$ cat src/rtl/encode_64b_67b_pkg.sv
// encode_64b_67b_pkg: shared 64B/67B framing constants and types for the TX encoder and RX decoder.
package encode_64b_67b_pkg;
   localparam int PAYLOAD_W = 64;
   localparam int BLOCK_W   = 67;
   localparam int RD_BOUND  = 69;

   typedef enum logic [1:0] {
      HDR_BAD0 = 2'b00,
      HDR_DATA = 2'b01,
      HDR_CTRL = 2'b10,
      HDR_BAD3 = 2'b11
   } hdr_e;

   typedef struct packed {
      logic                 valid;
      logic                 pt;
      logic [1:0]           hdr;
      logic [PAYLOAD_W-1:0] data;
      logic [6:0]           ones;
   } s1_t;

   function automatic logic hdr_ok(input logic [1:0] h);
      return h == HDR_DATA || h == HDR_CTRL;
   endfunction
endpackage

$ cat src/rtl/encode_64b_67b_if.sv
// encode_64b_67b_if: payload-in / block-out bus of the 64B/67B encoder.
interface encode_64b_67b_if #(parameter int DISP_WIDTH = 8);
   import encode_64b_67b_pkg::*;
   logic [PAYLOAD_W-1:0]         i_data_in;
   logic [1:0]                   i_header_in;
   logic                         i_data_valid;
   logic                         i_passthrough;
   logic [BLOCK_W-1:0]           o_data_out;
   logic                         o_valid_out;
   logic                         o_header_err;
   logic signed [DISP_WIDTH-1:0] o_disparity;
   modport slave (
      input  i_data_in, i_header_in, i_data_valid, i_passthrough,
      output o_data_out, o_valid_out, o_header_err, o_disparity
   );
   modport master (
      output i_data_in, i_header_in, i_data_valid, i_passthrough,
      input  o_data_out, o_valid_out, o_header_err, o_disparity
   );
endinterface

$ cat src/rtl/encode_64b_67b_popcount.sv
// popcount_64: combinational ones count of a 64-bit word.
module popcount_64 (
   input  logic [63:0] i_data,
   output logic [6:0]  o_ones
);
   always_comb begin
      o_ones = '0;
      for (int k = 0; k < 64; k++) o_ones = o_ones + {6'd0, i_data[k]};
   end
endmodule

$ cat src/rtl/encode_64b_67b.sv
// encode_64b_67b: Interlaken TX 64B/67B encoder, 2-stage pipe with running-disparity inversion.
module encode_64b_67b
   import encode_64b_67b_pkg::*;
#(
   parameter int DISP_WIDTH = 8,
   parameter bit HDR_CHECK  = 1'b1
) (
   input logic              i_clk,
   input logic              i_rst,
   encode_64b_67b_if.slave  bus
);
   logic [6:0]                   w_ones;
   logic [1:0]                   w_hp;
   logic signed [DISP_WIDTH-1:0] w_d, w_d_inv, w_rd_next;
   logic                         w_inv;
   s1_t                          r_s1;
   logic [BLOCK_W-1:0]           r_out;
   logic                         r_valid, r_err;
   logic signed [DISP_WIDTH-1:0] r_rd;

   popcount_64 u_pop (.i_data(bus.i_data_in), .o_ones(w_ones));

   // The INV bit counts as a zero in D and as a one in D'; the header is never inverted.
   always_comb begin
      w_hp      = {1'b0, r_s1.hdr[0]} + {1'b0, r_s1.hdr[1]};
      w_d       = DISP_WIDTH'(2 * (int'(r_s1.ones) + int'(w_hp)) - 67);
      w_d_inv   = DISP_WIDTH'(2 * (65 - int'(r_s1.ones) + int'(w_hp)) - 67);
      w_inv     = !r_s1.pt && r_rd != '0 && w_d[DISP_WIDTH-1] == r_rd[DISP_WIDTH-1];
      w_rd_next = r_s1.pt ? '0 : r_rd + (w_inv ? w_d_inv : w_d);
   end

   always_ff @(posedge i_clk) begin
      if (i_rst) begin
         r_s1    <= '0;
         r_out   <= '0;
         r_valid <= 1'b0;
         r_err   <= 1'b0;
         r_rd    <= '0;
      end else begin
         r_s1    <= '{bus.i_data_valid, bus.i_passthrough, bus.i_header_in, bus.i_data_in, w_ones};
         r_valid <= r_s1.valid;
         if (r_s1.valid) begin
            r_out <= {w_inv, r_s1.hdr, w_inv ? ~r_s1.data : r_s1.data};
            r_err <= HDR_CHECK && !hdr_ok(r_s1.hdr);
            r_rd  <= w_rd_next;
         end
      end
   end

   assign bus.o_data_out   = r_out;
   assign bus.o_valid_out  = r_valid;
   assign bus.o_header_err = r_err;
   assign bus.o_disparity  = r_rd;
endmodule
$ cat src/flat_wrapper.sv
// flat-port wrapper written by rule: the top's interface ports become plain ports
module encode_64b_67b_flat import encode_64b_67b_pkg::*;
#(
   parameter int DISP_WIDTH = 8,
   parameter bit HDR_CHECK  = 1'b1
)
  (i_clk, i_rst, bus_i_data_in, bus_i_header_in, bus_i_data_valid, bus_i_passthrough, bus_o_data_out, bus_o_valid_out, bus_o_header_err, bus_o_disparity);
  encode_64b_67b_if #(.DISP_WIDTH(DISP_WIDTH)) bus_i ();
  input logic i_clk;
  input logic i_rst;
  input wire logic [$bits(bus_i.i_data_in)-1:0] bus_i_data_in;
  input wire logic [$bits(bus_i.i_header_in)-1:0] bus_i_header_in;
  input wire logic [$bits(bus_i.i_data_valid)-1:0] bus_i_data_valid;
  input wire logic [$bits(bus_i.i_passthrough)-1:0] bus_i_passthrough;
  output wire logic [$bits(bus_i.o_data_out)-1:0] bus_o_data_out;
  output wire logic [$bits(bus_i.o_valid_out)-1:0] bus_o_valid_out;
  output wire logic [$bits(bus_i.o_header_err)-1:0] bus_o_header_err;
  output wire logic [$bits(bus_i.o_disparity)-1:0] bus_o_disparity;
  assign bus_i.i_data_in = bus_i_data_in;
  assign bus_i.i_header_in = bus_i_header_in;
  assign bus_i.i_data_valid = bus_i_data_valid;
  assign bus_i.i_passthrough = bus_i_passthrough;
  assign bus_o_data_out = bus_i.o_data_out;
  assign bus_o_valid_out = bus_i.o_valid_out;
  assign bus_o_header_err = bus_i.o_header_err;
  assign bus_o_disparity = bus_i.o_disparity;
  encode_64b_67b #(.DISP_WIDTH(DISP_WIDTH), .HDR_CHECK(HDR_CHECK)) u_core (.i_clk(i_clk), .i_rst(i_rst), .bus(bus_i));
endmodule
$ cat config.mk
export PLATFORM = sky130hd
export DESIGN_NAME = encode_64b_67b_flat
export DESIGN_NICKNAME = d
export VERILOG_FILES = /design/src/rtl/encode_64b_67b_pkg.sv /design/src/rtl/encode_64b_67b_if.sv /design/src/rtl/encode_64b_67b_popcount.sv /design/src/rtl/encode_64b_67b.sv /design/src/flat_wrapper.sv
export SDC_FILE = /design/constraint.sdc
export NUM_CORES = 1
export LEC_CHECK = 0
export ABC_AREA = 1
export BUFFER_PORTS_ARGS = -buffer_cell sky130_fd_sc_hd__buf_4
export CORE_ASPECT_RATIO = 0.8
export CORE_UTILIZATION = 30
export DETAILED_ROUTE_END_ITERATION = 12
export GPL_TIMING_DRIVEN = 0
export PLACE_DENSITY = 0.53
export SLEW_MARGIN = 10
export SYNTH_ARGS = -nofsm -noshare
export SYNTH_HDL_FRONTEND = slang
export SYNTH_SLANG_ARGS = --single-unit
$ cat constraint.sdc
create_clock -name i_clk -period 20.4 [get_ports i_clk]
set_input_delay 4.08 -clock i_clk [delete_from_list [all_inputs] [get_ports i_clk]]
set_output_delay 4.08 -clock i_clk [all_outputs]
set_load 0.03 [all_outputs]
==> results of run 1 <==
## registers in the layout, indices dropped and copies added (netlist names)
register	cells
u_core.bus.o_data_out	67
u_core.bus.o_disparity	8
u_core.bus.o_header_err	1
u_core.bus.o_valid_out	1
u_core.r_s1	75
## cell families (layout without fill, tap and decap cells)
group | after synthesis | count (layout)
DFF | 152 | 152
and+or+nand+nor | 299 | 299
adders and majority gates | 87 | 87
buffers and inverters | 260 | 437
xor gates and xnor gates | 76 | 76
AOI/OAI and AO/OA | 111 | 111
muxes | 1 | 1
## worst max path at each step
stage	endpoint	slack, ns	cells past startpoint
after floorplan	u_core.r_s1[6]	10.94	21
after global placement	u_core.r_s1[6]	10.52	22
after detailed placement	u_core.r_s1[6]	10.51	22
after CTS	u_core.r_s1[6]	10.95	22
after global routing	u_core.r_s1[5]	10.73	25
final	u_core.r_s1[6]	10.95	22
## cell type report
cell class,instances,area [um2],share of cell area (%)
clock inverters,14,140.1,1.381
plain buffers,41,225.2,2.219
well taps,357,446.7,4.402
inverters,219,822.0,8.101
repair buffers,145,1089,10.73
flip-flops and latches,152,3043,29.99
multi-input cells,574,3953,38.95
clock buffers,18,429.2,4.229
## routing by layer
layer	wire length, um	up-vias	global-route usage, %	part of all wire, %
li1	-	3237	-	-
met1	10610	2839	22.65	53
met2	8267	121	22.03	41
met3	886	10	3.036	4.4
met4	169	0	3.967	0.85
met5	0	-	0	0
## worst max-delay path, cell delays in order
cell                      delay (ns)
sky130_fd_sc_hd__buf_4          0.08
sky130_fd_sc_hd__inv_1          0.05
sky130_fd_sc_hd__fa_1           0.52
sky130_fd_sc_hd__inv_1          0.05
sky130_fd_sc_hd__fa_1           0.57
sky130_fd_sc_hd__inv_1          0.08
sky130_fd_sc_hd__fa_1           0.42
sky130_fd_sc_hd__fa_1           0.53
sky130_fd_sc_hd__inv_1          0.06
sky130_fd_sc_hd__fa_1           0.51
sky130_fd_sc_hd__fa_1           0.44
sky130_fd_sc_hd__fa_1           0.55
sky130_fd_sc_hd__inv_1          0.05
sky130_fd_sc_hd__fa_1           0.53
sky130_fd_sc_hd__inv_1          0.07
sky130_fd_sc_hd__fa_1           0.45
sky130_fd_sc_hd__a21oi_1        0.20
sky130_fd_sc_hd__nor2_1         0.08
sky130_fd_sc_hd__nor2_1         0.09
sky130_fd_sc_hd__nor2_1         0.06
sky130_fd_sc_hd__o21ai_0        0.15
sky130_fd_sc_hd__a21oi_1        0.10
## cell usage after synthesis, types with 2 or more instances
| master | number |
|---|---|
| sky130_fd_sc_hd__nor2_1 | 220 |
| sky130_fd_sc_hd__inv_1 | 219 |
| sky130_fd_sc_hd__dfxtp_1 | 152 |
| sky130_fd_sc_hd__xnor2_1 | 67 |
| sky130_fd_sc_hd__fa_1 | 57 |
| sky130_fd_sc_hd__nand2_1 | 46 |
| sky130_fd_sc_hd__o21ai_0 | 43 |
| sky130_fd_sc_hd__o21ai_1 | 39 |
| sky130_fd_sc_hd__ha_1 | 30 |
| sky130_fd_sc_hd__clkbuf_1 | 25 |
| sky130_fd_sc_hd__a21oi_1 | 22 |
| sky130_fd_sc_hd__nand3_1 | 21 |
| sky130_fd_sc_hd__xor2_1 | 8 |
| sky130_fd_sc_hd__buf_1 | 7 |
| sky130_fd_sc_hd__buf_8 | 4 |
| sky130_fd_sc_hd__nor3_1 | 3 |
| sky130_fd_sc_hd__buf_2 | 2 |
| sky130_fd_sc_hd__buf_4 | 2 |
| sky130_fd_sc_hd__nand2_2 | 2 |
| sky130_fd_sc_hd__nand4_1 | 2 |
| sky130_fd_sc_hd__nor4_1 | 2 |
| sky130_fd_sc_hd__o211ai_1 | 2 |
## report_power, final
| group | switching [mW] | internal, mW |
|---|---|---|
| combinational | 0.665 | 0.462 |
| sequential | 0.0202 | 0.333 |
| clock | 0.140 | 0.172 |
==> metrics, run 1 <==
initial core utilization=30.55%; largest cells by area after synthesis=sky130_fd_sc_hd__dfxtp_1 38%, sky130_fd_sc_hd__fa_1 14%, sky130_fd_sc_hd__nor2_1 10%; count of warnings emitted by yosys=0; setup slack after placement=between 10 and 15 ns; Post-synth EDFFs=0; area share of and/or/nand/nor cells after synthesis=14.65%; Cell Area, Placed=around 9600 um2; Fin Hold WS=roughly 0.51 ns; floorplan die area=27470 um2; clock-pin transition on the worst setup and hold timing paths=0.06 ns; CTS root buf=sky130_fd_sc_hd__clkbuf_16; worst reg-to-reg path cell count=25; max-cap viol count=0; TritonRoute pass-1 iters=4; total power after layout=1.792 mW; combinational family with the most area after synthesis=adder cells; number of diodes added for antenna fixing=0; Final Hold Fails=0; number of input and output port buffers inserted=145; via count of the first global-routing pass=5871; final non-filler cell area=10150 um2; largest net degree at the start of global routing=17; clock latency on the worst-skew pair=between 0.4 and 0.5 ns; parity-gate share of the synthesized area counting xor and xnor cells=8.370%; Cell Count, Final, Fillers Out=1520; transition time of the tightest slew-check pin=0.7384 ns; count of nets after finishing=1307; unrepaired setup endpoints after global routing=no; fraction of layout cells with a size suffix above 1=16.42%; number of buffers created by CTS=17; area added between synthesis and finish=26.17%; static leakage power=5.297 nW; standard-cell row count=53; worst hold endpoint=u_core.bus.o_data_out[64]; Worst Path Arrival=9.71 ns; number of remaining DRC errors=0; area leader, netlist=sky130_fd_sc_hd__dfxtp_1; first-pass GRT wire length=around 31 mm; highest-count cells in the layout ignoring fill and taps=220 x sky130_fd_sc_hd__nor2_1, 219 x sky130_fd_sc_hd__inv_1, 152 x sky130_fd_sc_hd__dfxtp_1; worst setup margin=10.95 ns; hold path depth=2; number of flip-flops and latches in the synthesized netlist=152; worst r2r dst=u_core.bus.o_disparity[6]; final setup violation count=0; depth of the CTS H-tree=4; average via count per standard cell=between 4 and 5; leftover overflow at the end of global routing=0; most used flip-flop cell after synthesis=sky130_fd_sc_hd__dfxtp_1; largest buffer count on any clock path=2; Final Max Tran Viols=0; Util after Layout=38.54%; DR WL/cell=between 10 and 15 um; final period utilization=46.32%; most common cell after layout, fill and taps aside=sky130_fd_sc_hd__nor2_1; syn avg cell area=8.157 um2; clock tree sinks=roughly 150; Hold/Removal Path Class=register to register; Max rail drop VDD=178.0 uV; Async SR Flop Fraction=0%; Via Count=6207; CP Data Required Time=20.66 ns; antenna violations before repair=0; DRT antenna net count=0; post-cts sizing count=0; Crit Path Max Fanout=3; Core Area=26330 um2; Iteration-0 DRC Markers=about 330; result of the run=finished clean; setup skew after layout=0.01182 ns; type of the setup path with the least slack=input pin to register; multiplexer fraction of the synthesized cell area=0.1245%; clock tree from TritonCTS=built; Netlist Area Pre-Place=8043 um2; highest clock frequency the design can meet=0.1058 GHz; Crit. Startpoint=bus_i_data_in[47]; total negative slack for setup checks=0 ns; post-CTS setup buffer count=0; origin of the critical flop-to-flop path=u_core.r_s1[71]; R2R Setup Slk=16.04 ns; number of unique standard cell types used by synthesis=33; relative slew slack=50.78%; number of nets produced by synthesis=1143; total wirelength of the detailed-routed design=19.94 mm; Boundary Pins=147; global placer's final weighted congestion=0.8004; top-area cell type share of the netlist area=37.83%; Hold Path Origin=u_core.r_s1[71]; nature of the critical path endpoint=register; register area share after synthesis=37.83%; cell area power density=176.6 nW/um2; Critical Path Start Type=input pin; synthesized-area fraction occupied by ao, oa, aoi and oai cells=7.141%; cell count after synthesis=986; sum of net half-perimeters after detailed placement=15.65 mm; fill cell total of the finished layout=2758; post-cts hold buffer count=0; adder and majority gate portion of the synthesized area=a little under a fifth; Die Wd=185.1 um; die boundary height=148.5 um; DP Cell Count=around 1500; minimum period implied by the final worst setup slack=9.448 ns; global routing usage summed across all routing layers=between 10% and 20%
(Power assumes the default switching activity.)
==> run 2: changes to the inputs <==
--- a/config.mk
+++ b/config.mk
@@ -11,7 +11,7 @@
 export CORE_UTILIZATION = 30
 export DETAILED_ROUTE_END_ITERATION = 12
 export GPL_TIMING_DRIVEN = 0
-export PLACE_DENSITY = 0.53
+export PLACE_DENSITY = 0.55
 export SLEW_MARGIN = 10
 export SYNTH_ARGS = -nofsm -noshare
 export SYNTH_HDL_FRONTEND = slang
==> constraint.sdc (replaced) <==
create_clock -name i_clk -period 8.4 [get_ports i_clk]
set_input_delay 1.68 -clock i_clk [delete_from_list [all_inputs] [get_ports i_clk]]
set_output_delay 1.68 -clock i_clk [all_outputs]
set_load 0.03 [all_outputs]
==> metrics, run 2 (synthesis results as in run 1) <==
clock tree from TritonCTS=built; Hold/Removal Path Class=register to register; global routing usage summed across all routing layers=15.32% (+0.14 points); Cell Count, Final, Fillers Out=1520 (unchanged); Final Hold Fails=0 (unchanged); total wirelength of the detailed-routed design=19.83 mm (-0.53%); slowest library cell on the worst path=sky130_fd_sc_hd__fa_1; Max rail drop VDD=437.0 uV (+150%); DP Cell Count=1488 (unchanged); Iteration-0 DRC Markers=272 (-19%); worst setup margin=1.362 ns (-9.590 ns); static leakage power=5.286 nW (-0.20%); largest buffer count on any clock path=2 (unchanged); CTS root buf=sky130_fd_sc_hd__clkbuf_16; maximum single-stage delay on the critical path=0.55 ns (-0.02 ns); Critical Path Start Type=input pin; floorplan die area=27470 um2 (unchanged); largest net degree at the start of global routing=17 (unchanged); Boundary Pins=147 (unchanged); cell repeated most along the worst path=sky130_fd_sc_hd__fa_1; final period utilization=83.79%; series of cell instances along the critical path=buf_4 -> inv_1 -> fa_1 -> inv_1 -> fa_1 -> fa_1 -> inv_1 -> fa_1 -> inv_1 -> fa_1 -> fa_1 -> fa_1 -> inv_1 -> fa_1 -> inv_1 -> fa_1 -> a21oi_1 -> nor2_1 -> nor2_1 -> nor2_1 -> o21ai_0 -> a21oi_1; Hold Path Origin=u_core.r_s1[72]; worst reg-to-reg path cell count=25 (unchanged); transition time of the tightest slew-check pin=0.7372 ns (-0.001168 ns); origin of the critical flop-to-flop path=u_core.r_s1[71]; die boundary height=148.5 um (unchanged); largest reg by FF count=u_core.r_s1; depth of the CTS H-tree=4 (unchanged); area taken by multi-input logic gates=3953 um2 (unchanged); proportion of power drawn by the clock network=17.0% (-0.4 points); nature of the critical path endpoint=register; TritonRoute pass-1 iters=4 (unchanged); number of flip-flops under the largest register name=75 (unchanged); worst hold endpoint=u_core.bus.o_data_out[65]; Via Count=6136 (-1.1%); number of remaining DRC errors=0 (unchanged); area added between synthesis and finish=26.14% (about the same); Final Max Tran Viols=0 (unchanged); CP Data Required Time=8.67 ns (-11.99 ns); sequential cell area=3043 um2 (unchanged); DR WL/cell=13.05 um (-0.53%); Pint=2.334 mW (+140%); type of the setup path with the least slack=input pin to register; clock latency on the worst-skew pair=0.43 ns (about the same); Worst Path Arrival=7.31 ns (-2.40 ns); unrepaired setup endpoints after global routing=no; highest-count cells in the layout ignoring fill and taps=220 x sky130_fd_sc_hd__nor2_1, 219 x sky130_fd_sc_hd__inv_1, 152 x sky130_fd_sc_hd__dfxtp_1; clock tree sinks=152 (unchanged); number of input and output port buffers inserted=145 (unchanged); antenna violations before repair=0 (unchanged); cell area power density=427.3 nW/um2 (+140%); count of nets after finishing=1307 (unchanged); post-cts hold buffer count=0 (unchanged); setup skew after layout=0.01293 ns (+0.001114 ns); minimum period implied by the final worst setup slack=7.038 ns; fraction of power spent switching nets=46.17% (+0.11 points); Die Wd=185.1 um (unchanged); standard-cell row count=53 (unchanged); worst r2r dst=u_core.bus.o_disparity[6]; final setup violation count=0 (unchanged); clock-pin transition on the worst setup and hold timing paths=0.06 ns (about the same); sum of net half-perimeters after detailed placement=15.78 mm (+0.87%); global placer's final weighted congestion=0.7855 (-1.9%); max-cap viol count=0 (unchanged); fraction of layout cells with a size suffix above 1=16.51% (+0.086 points); Crit Path Max Fanout=3 (unchanged); leftover overflow at the end of global routing=0 (unchanged); result of the run=finished clean; total negative slack for setup checks=0 ns (unchanged); sequential fraction of design power=19.8% (about the same); initial core utilization=30.55% (unchanged); average via count per standard cell=4.037 (-1.1%); Switch Pwr=2.001 mW (+140%); R2R Setup Slk=4.03 ns (-12.01 ns); portion of total power attributed to combinational logic=63.1% (+0.2 points); DRT antenna net count=0 (unchanged); relative slew slack=50.85% (+0.078 points); fill cell total of the finished layout=2771 (+0.47%); Core Area=26330 um2 (unchanged); post-CTS setup buffer count=0 (unchanged); via count of the first global-routing pass=6085 (+3.6%); number of buffers created by CTS=17 (unchanged); post-cts sizing count=0 (unchanged); setup slack after placement=0.8897 ns (-9.625 ns); highest clock frequency the design can meet=0.1421 GHz; number of diodes added for antenna fixing=0 (unchanged); first-pass GRT wire length=31.74 mm (+0.90%); most common cell after layout, fill and taps aside=sky130_fd_sc_hd__nor2_1; hold path depth=2 (unchanged)
-- run 2: cell type report --
type / count / area share [%]
Sequential cell: 152 / 30.00
Inverter: 219 / 8.103
Clock buffer: 17 / 4.193
Buffer: 41 / 2.220
Timing Repair Buffer: 145 / 10.73
Clock inverter: 15 / 1.394
Multi-Input combinational cell: 574 / 38.96
Tap cell: 357 / 4.403
-- run 2: how the worst max path moves through the flow --
stage	from	endpoint	slack, ns	cells past startpoint
after floorplan	bus_i_data_in[35]	u_core.r_s1[6]	1.34	21
after global placement	bus_i_data_in[35]	u_core.r_s1[6]	0.94	22
after detailed placement	bus_i_data_in[35]	u_core.r_s1[6]	0.89	22
after CTS	bus_i_data_in[35]	u_core.r_s1[6]	1.33	22
after global routing	bus_i_data_in[47]	u_core.r_s1[5]	0.98	25
final	bus_i_data_in[35]	u_core.r_s1[6]	1.36	22
-- run 2: through the flow --
step	total power [mW]	hold slack [ns]	util, %	instance area, um2
final	4.335	0.5006	38.53	10140
after global routing	4.870	0.5191	38.53	10140
after CTS	4.410	0.5030	38.53	10140
after detailed placement	3.652	0.4908	36.38	9578
after global placement	3.582	0.4972	36.38	9578
after floorplan	3.022	0.4593	-	8043
-- run 2: power groups by stage --
stage	Clock (mW)	Combinational [mW]	Sequential, mW
after floorplan	0	2.09	0.936
after global placement	0	2.71	0.875
after detailed placement	0	2.78	0.875
after CTS	0.755	2.80	0.859
after global routing	0.784	3.22	0.868
final	0.739	2.74	0.859
-- run 2: critical path, delay by kind of cell --
kind,cells,cell delay [ns]
AND/OR/NAND/NOR,3,0.20
adder cells (fa/ha/maj),9,4.57
AO/OA/AOI/OAI,3,0.41
buffers and inverters,7,0.44
-- run 2: metal layers --
metal | wire length [um] | vias to the layer above | track usage (%)
met5 | 0 | - | 0
met4 | 171 | 0 | 3.843
met3 | 940 | 13 | 3.159
met2 | 8377 | 114 | 22.82
met1 | 10340 | 2777 | 22.39
li1 | - | 3232 | -
==> run 3: changes to the inputs <==
--- a/config.mk
+++ b/config.mk
@@ -5,13 +5,13 @@
 export SDC_FILE = /design/constraint.sdc
 export NUM_CORES = 1
 export LEC_CHECK = 0
-export ABC_AREA = 1
+export ABC_AREA = 0
 export BUFFER_PORTS_ARGS = -buffer_cell sky130_fd_sc_hd__buf_4
 export CORE_ASPECT_RATIO = 0.8
 export CORE_UTILIZATION = 30
 export DETAILED_ROUTE_END_ITERATION = 12
 export GPL_TIMING_DRIVEN = 0
-export PLACE_DENSITY = 0.55
+export PLACE_DENSITY = 0.53
 export SLEW_MARGIN = 10
 export SYNTH_ARGS = -nofsm -noshare
 export SYNTH_HDL_FRONTEND = slang
==> constraint.sdc (replaced) <==
create_clock -name i_clk -period 7.37 [get_ports i_clk]
set_input_delay 1.474 -clock i_clk [delete_from_list [all_inputs] [get_ports i_clk]]
set_output_delay 1.474 -clock i_clk [all_outputs]
set_load 0.03 [all_outputs]
==> metrics, run 3 <==
origin of the critical flop-to-flop path=u_core.r_s1[71]; worst reg-to-reg path cell count=20 (-20%); Worst Path Arrival=7.13 ns (-0.18 ns); area added between synthesis and finish=26.05% (about the same); CP delay by family, top=adder cells; post-CTS setup buffer count=0 (unchanged); Critical Path Start Type=input pin; clock tree from TritonCTS=built; type of the setup path with the least slack=input pin to register; antenna violations before repair=1 (+1); Cell Area, Placed=9555 um2 (-0.24%); die boundary height=148.2 um (-0.14%); count of nets after finishing=1140 (-13%); number of diodes added for antenna fixing=0 (unchanged); nature of the critical path endpoint=register; most used flip-flop cell after synthesis=sky130_fd_sc_hd__dfxtp_1; area share of and/or/nand/nor cells after synthesis=12.09% (-2.6 points); slowest library cell on the worst path=sky130_fd_sc_hd__fa_1; final non-filler cell area=10110 um2 (-0.35%); number of input and output port buffers inserted=145 (unchanged); Util after Layout=38.50% (about the same); Cell Count, Final, Fillers Out=1353 (-11%); sum of net half-perimeters after detailed placement=15.73 mm (-0.34%); Fin Hold WS=0.4817 ns (-0.01894 ns); series of cell instances along the critical path=buf_4 -> inv_1 -> fa_1 -> inv_1 -> fa_1 -> fa_1 -> inv_1 -> fa_1 -> inv_1 -> fa_1 -> fa_1 -> fa_1 -> inv_1 -> fa_1 -> inv_1 -> ha_1 -> a21o_1 -> a21o_1 -> a21o_1 -> a21oi_1 -> xor2_1 -> nor2_1; area leader, netlist=sky130_fd_sc_hd__dfxtp_1; commonest cells in the synthesized netlist=152 x sky130_fd_sc_hd__dfxtp_1, 135 x sky130_fd_sc_hd__nor2_1, 111 x sky130_fd_sc_hd__inv_1, 73 x sky130_fd_sc_hd__xnor2_1, 57 x sky130_fd_sc_hd__fa_1; area taken by multi-input logic gates=4232 um2 (+7.1%); depth of the CTS H-tree=4 (unchanged); fill cell total of the finished layout=2719 (-1.9%); parity-gate share of the synthesized area counting xor and xnor cells=8.409% (+0.039 points); cell area power density=517.6 nW/um2 (+21%); number of nets produced by synthesis=976 (-15%); syn avg cell area=9.793 um2 (+20%); highest-count cells in the layout ignoring fill and taps=152 x sky130_fd_sc_hd__dfxtp_1, 145 x sky130_fd_sc_hd__buf_4, 135 x sky130_fd_sc_hd__nor2_1; leftover overflow at the end of global routing=0 (unchanged); cell count after synthesis=819 (-17%); number of flip-flops under the largest register name=75 (unchanged); static leakage power=4.330 nW (-18%); average via count per standard cell=4.287 (+6.2%); total wirelength of the detailed-routed design=20.56 mm (+3.7%); Hold/Removal Path Class=register to register; via count of the first global-routing pass=5762 (-5.3%); setup skew after layout=0.01156 ns (-0.001375 ns); top-area cell type share of the netlist area=37.94% (+0.11 points); count of warnings emitted by yosys=0 (unchanged); Max rail drop VDD=539.2 uV (+23%); library cell with the highest instance count after synthesis=sky130_fd_sc_hd__dfxtp_1; CP Data Required Time=7.65 ns (-1.02 ns); TritonRoute pass-1 iters=4 (unchanged); sequential cell area=3043 um2 (unchanged); max-cap viol count=0 (unchanged); global placer's final weighted congestion=0.7771 (-1.1%); number of buffers created by CTS=17 (unchanged); clock-pin transition on the worst setup and hold timing paths=0.06 ns (about the same); highest clock frequency the design can meet=0.1460 GHz; global routing usage summed across all routing layers=15.71% (+0.39 points); total negative slack for setup checks=0 ns (unchanged); largest cells by area after synthesis=sky130_fd_sc_hd__dfxtp_1 38%, sky130_fd_sc_hd__fa_1 14%, sky130_fd_sc_hd__xnor2_1 8.0%; register area share after synthesis=37.94% (+0.11 points); cell repeated most along the worst path=sky130_fd_sc_hd__fa_1; count of buffering cells on the critical path with inverters included=7 (unchanged); largest reg by FF count=u_core.r_s1; adder and majority gate portion of the synthesized area=18.91% (+0.053 points); number of flip-flops and latches in the synthesized netlist=152 (unchanged); most common cell after layout, fill and taps aside=sky130_fd_sc_hd__dfxtp_1; Core Area=26260 um2 (-0.25%); final setup violation count=0 (unchanged); post-cts sizing count=0 (unchanged); DP Cell Count=1321 (-11%); maximum single-stage delay on the critical path=0.55 ns (about the same); cell depth of the worst setup path=22 (unchanged); clock tree sinks=152 (unchanged); DR WL/cell=15.20 um (+16%); number of unique standard cell types used by synthesis=54 (+64%); result of the run=finished clean; worst setup margin=0.5204 ns (-0.8411 ns); Final Hold Fails=0 (unchanged); Final Max Tran Viols=0 (unchanged); total power after layout=5.232 mW (+21%); floorplan die area=27400 um2 (-0.28%); DRT antenna net count=0 (unchanged); number of remaining DRC errors=0 (unchanged); Boundary Pins=147 (unchanged); hold path depth=2 (unchanged); Via Count=5800 (-5.5%); clock latency on the worst-skew pair=0.43 ns (about the same); Hold Path Origin=u_core.bus.o_header_err; initial core utilization=30.54% (about the same); standard-cell row count=53 (unchanged); multiplexer fraction of the synthesized cell area=1.279% (+1.2 points); CTS root buf=sky130_fd_sc_hd__clkbuf_16; Crit. Startpoint=bus_i_data_in[35]; transition time of the tightest slew-check pin=0.9420 ns (+0.2048 ns); final period utilization=92.94%; largest buffer count on any clock path=2 (unchanged); Die Wd=184.8 um (-0.14%); Iteration-0 DRC Markers=301 (+11%); largest net degree at the start of global routing=17 (unchanged); fraction of layout cells with a size suffix above 1=21.99% (+5.5 points); first-pass GRT wire length=32.33 mm (+1.8%); relative slew slack=37.20% (-14 points); minimum period implied by the final worst setup slack=slightly below 7 ns; post-cts hold buffer count=0 (unchanged); combinational family with the most area after synthesis=adder cells; synthesized-area fraction occupied by ao, oa, aoi and oai cells=12.07% (+4.9 points); Netlist Area Pre-Place=8020 um2 (-0.28%); setup slack after placement=0.03962 ns (-0.8501 ns); unrepaired setup endpoints after global routing=no; Crit Path Max Fanout=2 (-1); Async SR Flop Fraction=0% (unchanged); Post-synth EDFFs=0 (unchanged)
run 3: layer usage:
layer	track usage [%]	wire, um	vias to the layer above
met5	0	0	-
met4	4.463	248	0
met3	3.893	1250	15
met2	21.37	8163	129
met1	24.01	10900	2704
li1	-	-	2952
run 3: logic make-up after synthesis:
group                    after synthesis
buffers and inverters                161
AND/OR/NAND/NOR                      211
adder cells (fa/ha/maj)               87
AO/OA/AOI/OAI                        121
multiplexers                          10
flip-flops                           152
XOR/XNOR                              77
run 3: tightest hold or removal path, cell delays in order, from the launching register on:
cell	delay (ns)
sky130_fd_sc_hd__dfxtp_1	0.31
sky130_fd_sc_hd__nor2_1	0.08
sky130_fd_sc_hd__a211oi_1	0.04
run 3: final cells by class:
| class | count | area share (%) |
|---|---|---|
| plain buffers | 50 | 3.255 |
| clock buffers | 18 | 4.344 |
| clock inverters | 14 | 1.139 |
| inverters | 111 | 4.121 |
| multi-input cells | 506 | 41.86 |
| flip-flops and latches | 152 | 30.10 |
| well taps | 357 | 4.418 |
| repair buffers | 145 | 10.77 |
run 3: report_power, final:
group / switching [mW] / internal [mW] / leakage [nW]
clock: 0.387 / 0.447 / 0.263
combinational: 1.78 / 1.63 / 2.81
sequential: 0.0559 / 0.931 / 1.26
total: 2.23 / 3.01 / 4.33
run 3: path summary, 6_finish.rpt:
path / end / slack, ns
worst max-delay path: u_core.r_s1[5] / 0.52
worst max register to register: u_core.bus.o_disparity[7] / 1.97
worst min register to register: u_core.bus.o_header_err / 0.48
worst min-delay path: u_core.bus.o_header_err / 0.48
